## config.mk

```make
export PLATFORM = sky130hd
export DESIGN_NAME = rr_arbiter8
export DESIGN_NICKNAME = d
export VERILOG_FILES = /design/src/rtl/rr_arbiter8.sv
export SDC_FILE = /design/constraint.sdc
export NUM_CORES = 1
export LEC_CHECK = 0
export ABC_AREA = 0
export BUFFER_PORTS_ARGS = -buffer_cell sky130_fd_sc_hd__buf_2
export CAP_MARGIN = 10
export CORE_MARGIN = 1.5
export CORE_UTILIZATION = 50
export DETAILED_ROUTE_END_ITERATION = 16
export GPL_ROUTABILITY_DRIVEN = 1
export HOLD_SLACK_MARGIN = 0.03
export PLACE_DENSITY = 0.68
export SLEW_MARGIN = 20
export SYNTH_ARGS = -nofsm -noshare
export SYNTH_HDL_FRONTEND = slang
export SYNTH_SLANG_ARGS = --single-unit
```

## constraint.sdc

```tcl
create_clock -name clk -period 4.26 [get_ports clk]
set_input_delay 0.852 -clock clk [delete_from_list [all_inputs] [get_ports clk]]
set_output_delay 0.852 -clock clk [all_outputs]
set_load 0.1 [all_outputs]
```

## src/rtl/rr_arbiter8.sv

```systemverilog
// Eight-way round-robin arbiter with a bounded grant length.
// A grant is held while the owner keeps requesting, up to MAX_HOLD cycles, then forcibly released.
module rr_arbiter8 #(
    parameter int unsigned MAX_HOLD = 16
) (
    input  logic       clk,
    input  logic       rst_n,
    input  logic       en,
    input  logic [7:0] req,
    output logic [7:0] gnt,
    output logic [2:0] gnt_idx,
    output logic       gnt_vld,
    output logic       timeout,
    output logic [7:0] hold_cnt
);

    typedef enum logic {
        IDLE,
        GRANT
    } state_t;

    state_t     state, state_nxt;
    logic [2:0] ptr, ptr_nxt;
    logic [2:0] pick;
    logic       found;

    logic [7:0] gnt_nxt;
    logic [2:0] idx_nxt;
    logic       vld_nxt;
    logic       to_nxt;
    logic [7:0] hold_nxt;

    // Scan from farthest to nearest so the requester closest to ptr wins.
    always_comb begin
        pick  = ptr;
        found = 1'b0;
        for (int k = 7; k >= 0; k--) begin
            if (req[ptr + 3'(k)]) begin
                pick  = ptr + 3'(k);
                found = 1'b1;
            end
        end
    end

    always_comb begin
        state_nxt = state;
        ptr_nxt   = ptr;
        gnt_nxt   = 8'd0;
        idx_nxt   = 3'd0;
        vld_nxt   = 1'b0;
        to_nxt    = 1'b0;
        hold_nxt  = 8'd0;
        case (state)
            IDLE: begin
                if (en && found) begin
                    state_nxt = GRANT;
                    idx_nxt   = pick;
                    vld_nxt   = 1'b1;
                    gnt_nxt   = 8'b1 << pick;
                    hold_nxt  = 8'd1;
                end
            end
            GRANT: begin
                // A voluntary release takes precedence over the hold limit, so no timeout then.
                if (!req[gnt_idx]) begin
                    state_nxt = IDLE;
                    ptr_nxt   = gnt_idx + 3'd1;
                end else if (hold_cnt == 8'(MAX_HOLD)) begin
                    state_nxt = IDLE;
                    ptr_nxt   = gnt_idx + 3'd1;
                    to_nxt    = 1'b1;
                end else begin
                    idx_nxt  = gnt_idx;
                    vld_nxt  = 1'b1;
                    gnt_nxt  = gnt;
                    hold_nxt = hold_cnt + 8'd1;
                end
            end
            default: state_nxt = IDLE;
        endcase
    end

    always_ff @(posedge clk or negedge rst_n) begin
        if (!rst_n) begin
            state    <= IDLE;
            ptr      <= 3'd0;
            gnt      <= 8'd0;
            gnt_idx  <= 3'd0;
            gnt_vld  <= 1'b0;
            timeout  <= 1'b0;
            hold_cnt <= 8'd0;
        end else begin
            state    <= state_nxt;
            ptr      <= ptr_nxt;
            gnt      <= gnt_nxt;
            gnt_idx  <= idx_nxt;
            gnt_vld  <= vld_nxt;
            timeout  <= to_nxt;
            hold_cnt <= hold_nxt;
        end
    end

endmodule

```

# Word-level counts from Yosys, hierarchy flattened
# Cells that the tools add are included.
dict set report op_classes {
  n_reduce_logical 2
  n_eq_ne 3
  n_addsub 9
  shift 1
  magnitude_cmp 9
  mux 55
  bitwise 1
}
# operator count
set op_table {}
lappend op_table {{$mux 8} 5}
lappend op_table {{$mux 3} 13}
lappend op_table {{$lt 3x4->1 const B} 9}
lappend op_table {{$pmux 8 s2} 2}
lappend op_table {{$bmux 1 s3} 9}
lappend op_table {{$mux 1} 24}
lappend op_table {{$add 3x3->3 const B} 4}
lappend op_table {{$add 8x1->8 const B} 1}
lappend op_table {{$eq 8x5->1 const B} 1}
lappend op_table {{$shl 1x3->8 const A} 1}
lappend op_table {{$add 3x1->3 const B} 2}
lappend op_table {{$add 3x2->3 const B} 2}
lappend op_table {{$pmux 3 s2} 1}
lappend op_table {{$ne 3x2->1 const B} 1}
lappend op_table {{$ne 2x1->1 const B} 1}
lappend op_table {{$pmux 1 s2} 1}
lappend op_table {{$reduce_and 2->1} 1}
lappend op_table {{$logic_and 1x1->1} 1}
lappend op_table {{$not 1->1} 1}
dict set report word_totals {
  inputBits 11
  register_bits 24
  out_inout_bits 21
  elab_cells 86
}

# Logic depth before layout (Yosys ltp)
dict set report logic_depth {
  word_depth 14
  depth_mapped 12
  mapped_depth_nobuf 9
}

# Least setup slack after synthesis
# OpenSTA, ideal clock, no wires.
dict set report synth_path {
  path_type {register to register}
  from {reg ptr[1]}
  to {reg gnt[4]}
  t_arrival_ps 3374
  n_path_buf 3
  setup_slack_ps 764
  path_stages_with_launch 13
  t_required_ps 4137
  setup_time_ps 123
  period_less_slack_ps 3496
  cell_sequence {dfrtp_1 -> buf_2 -> buf_2 -> clkinv_1 -> ha_1 -> buf_4 -> mux2i_1 -> mux4_2 -> o311a_1 -> o211a_1 -> o21a_1 -> a221o_1 -> a32o_1}
}
dict set report synth_via {
  elab_chain_cells 14
  elab_cells_between_ends 43
  classes_between {add/sub: 7; shift: 1; mux: 34; reduce/logical: 1}
}
# element line
set synth_rtl {}
lappend synth_rtl {{start, declared} 23} ;# logic [2:0] ptr, ptr_nxt;
lappend synth_rtl {{start signal, assigned} 94} ;# ptr <= ptr_nxt;
lappend synth_rtl {{$add 3x3->3} {38, 39}}
lappend synth_rtl {{$bmux 1 s3} 38} ;# if (req[ptr + 3'(k)]) begin
lappend synth_rtl {{$mux 1 (implied by the code)} 38}
lappend synth_rtl {{$mux 3 / $mux 1 (equally long branches) (8 in a row)} 38}
lappend synth_rtl {{$shl 1x3->8 / $logic_and 1x1->1 (equally long branches)} {59, 55}}
lappend synth_rtl {{$mux 8 *} 55} ;# if (en && found) begin
lappend synth_rtl {{$pmux 8 s2 *} 53} ;# case (state)
lappend synth_rtl {{end signal, assigned} 95} ;# gnt <= gnt_nxt;
lappend synth_rtl {{end, declared} 10} ;# output logic [7:0] gnt,
# Mark *: on every way between the ends. The rest lies on a longest branch, timed or not. The select of a mux whose other input is x is not followed.
# A chain may end at the register's enable or synchronous reset.

# Worst setup path after layout
dict set report layout_path {
  from {reg ptr[1]}
  to {reg gnt[3]}
}
# Same word-level chain as after synthesis.

==> results.tsv <==
metric	value	unit
postCtsHoldBufs	0	
cts_resized	0	
grt_pass1_wl	8250	um
layout.nets	226	
grt_overflow	0	
antenna_left	0	
num_vias	1711	
grt_pass1_vias	1675	
synth-main-ff-cell	dfrtp_1	
crit_start	ptr[1]$_DFFE_PN0P_	
path_class	flip-flop to flip-flop	
antenna_found_initial	0	
synth_cell_types	48	
synth_adder_area_share	3.09	%
synth_compound_area_share	16.6	%
coreArea	3770	um2
initial_core_util	53.7	%
max_freq	0.275	GHz
fp.dieH	66.6	um
synth_top_family_by_area	multiplexers	
cts.path.max_buffers	2	
worst_ep_arrival_time	3.83	ns
period_minus_slack	3.64	ns
relSlewSlack	48.9	%
hold_path_class	flip-flop to flip-flop	
setup_viol_count_final	0	
final_common_cell	buf_2	
hpwl	3560	um
ctsRootBufferMaster	clkbuf_8	
synthMuxAreaShare	29.4	%
setup_tns	0	ns
postSynthCellCount	185	
avgSynthCellArea	10.9	um2
async_flop_share	100	%
dieWidth	66.6	um
rows	22	
drt_wl_total	4860	um
max_cap_viol_count	0	
finalCritPeriodShare	85.5	%
clk_pin_slew	0.08	ns
fill_cells	327	
drtIter0Drc	71	
layout_common_cells	31 x buf_2, 24 x dfrtp_1, 16 x mux4_2	
grt.total_usage	24.3	%
drv_slew	0	
htreeDepth	1	
ys_ff_latch	24	
synthSimpleGateAreaFrac	10.5	%
worstSetupStartpointType	flip-flop	
synth_xor_area_share	5.62	%
die_area	4440	um2
cts_buffers	3	
synth_edf_count	0	
io_buffers	31	
clk_latency	0.26	ns
drc_errors	0	
dr.pass1.iters	4	
drive_gt1_share	31.1	%
ys_warn_count	0	
ioPinCount	32	
syn_area	2020	um2
routedWlPerCell	18.9	um
gp_congestion	0.822	
final-hold-violation-count	0	
cts_tree	built	
n_antenna_cell	0	
synth_nets	201	
crit_fanout	12	
grt_max_degree	25	
postCtsSetupRepairBufs	0	
crit_path_end_kind	flip-flop	
required	4.45	ns
grt_setup_unrepaired	no	
areaGrowthSynthToFinish	10.8	%
seq_area_frac_synth	29.7	%
clock_skew	0.00491	ns
clock_sinks	24	
outcome	finished clean	
tightestPinTransition	0.764	ns
min-delay-start	gnt[6]$_DFFE_PN0P_	
r2r-start	ptr[1]$_DFFE_PN0P_	
post_drt_via_cell_ratio	6.66	
==> kinds of logic after synthesis <==
kind of cell,count (synthesis)
AO/OA/AOI/OAI,43
XOR/XNOR,13
adder cells (fa/ha/maj),5
buffers and inverters,23
flip-flops,24
multiplexers,35
AND/OR/NAND/NOR,42
==> worst paths after layout <==
path                       cells after the start            endpoint  slack, ns
min reg2reg                                    1  gnt[6]$_DFFE_PN0P_       0.50
max in group asynchronous                      1  gnt[0]$_DFFE_PN0P_       3.35
min in group asynchronous                      1   timeout$_DFF_PN0_       0.56
max                                            9  gnt[3]$_DFFE_PN0P_       0.62
min                                            1  gnt[6]$_DFFE_PN0P_       0.50
max reg2reg                                    9  gnt[3]$_DFFE_PN0P_       0.62
==> registers in the layout (all words and copies together), names as in the netlist <==
name	flops
gnt	8
gnt_idx	3
hold_cnt	8
ptr	3
state	1
timeout	1
==> per-layer routing <==
metal	routed length (um)	vias to the layer above	share of wire (%)	global-route usage [%]
met1	2160	862	44	34.5
met4	27	0	0.56	5.36
met3	245	4	5.0	3.72
met2	2430	72	50	39.3
met5	0	-	0	0
li1	-	773	-	-
==> critical path, cell delays in order (launching register included) <==
cell,delay [ns]
dfrtp_1,0.37
clkinv_1,0.26
ha_1,0.71
mux4_2,0.46
o2bb2ai_1,0.19
a2111oi_0,0.50
o21ai_0,0.22
a21oi_1,0.29
nor2b_1,0.35
a32o_1,0.22
==> metrics by stage <==
stage               worst slack, ns  util, %  hold slack, ns  area, um2  std cells
CTS                           0.797     59.5           0.498       2240        257
global placement              0.924     58.0           0.477       2190        253
floorplan                     0.764        -           0.556       2020        185
finish                        0.619     59.5           0.496       2240        257
detailed placement            0.829     58.0           0.480       2190        253
global route                  0.417     59.5           0.515       2240        257
==> cell usage after synthesis, drive strengths merged, types with 2 or more instances <==
library cell	n	area, um2
xor2	8	70.1
buf	6	41.3
xnor2	5	43.8
mux4	18	413
a21oi	7	35.0
nand2	7	26.3
a32o	8	80.1
o2111ai	4	35.0
clkinv	2	7.51
nor3	2	10.0
a22o	2	17.5
and3	2	12.5
dfrtp	24	601
nor2	13	48.8
mux2i	8	80.1
clkbuf	7	26.3
inv	8	30.0
and2	2	12.5
ha	5	62.6
o21ai	7	35.0
nand3	6	30.0
nand2b	3	18.8
mux2	9	101
==> layout make-up <==
cell class	instances	area [um2]	share of cell area, %
Clock buffer	4	55.1	2.46
Sequential cell	24	601	26.8
Inverter	10	37.5	1.67
Multi-Input combinational cell	138	1320	58.8
Timing Repair Buffer	33	170	7.59
Tap cell	48	60.1	2.68
Power is left out: the tool's default activity adds up to more than one toggle a clock period on the data nets, which glitch-free logic cannot reach.
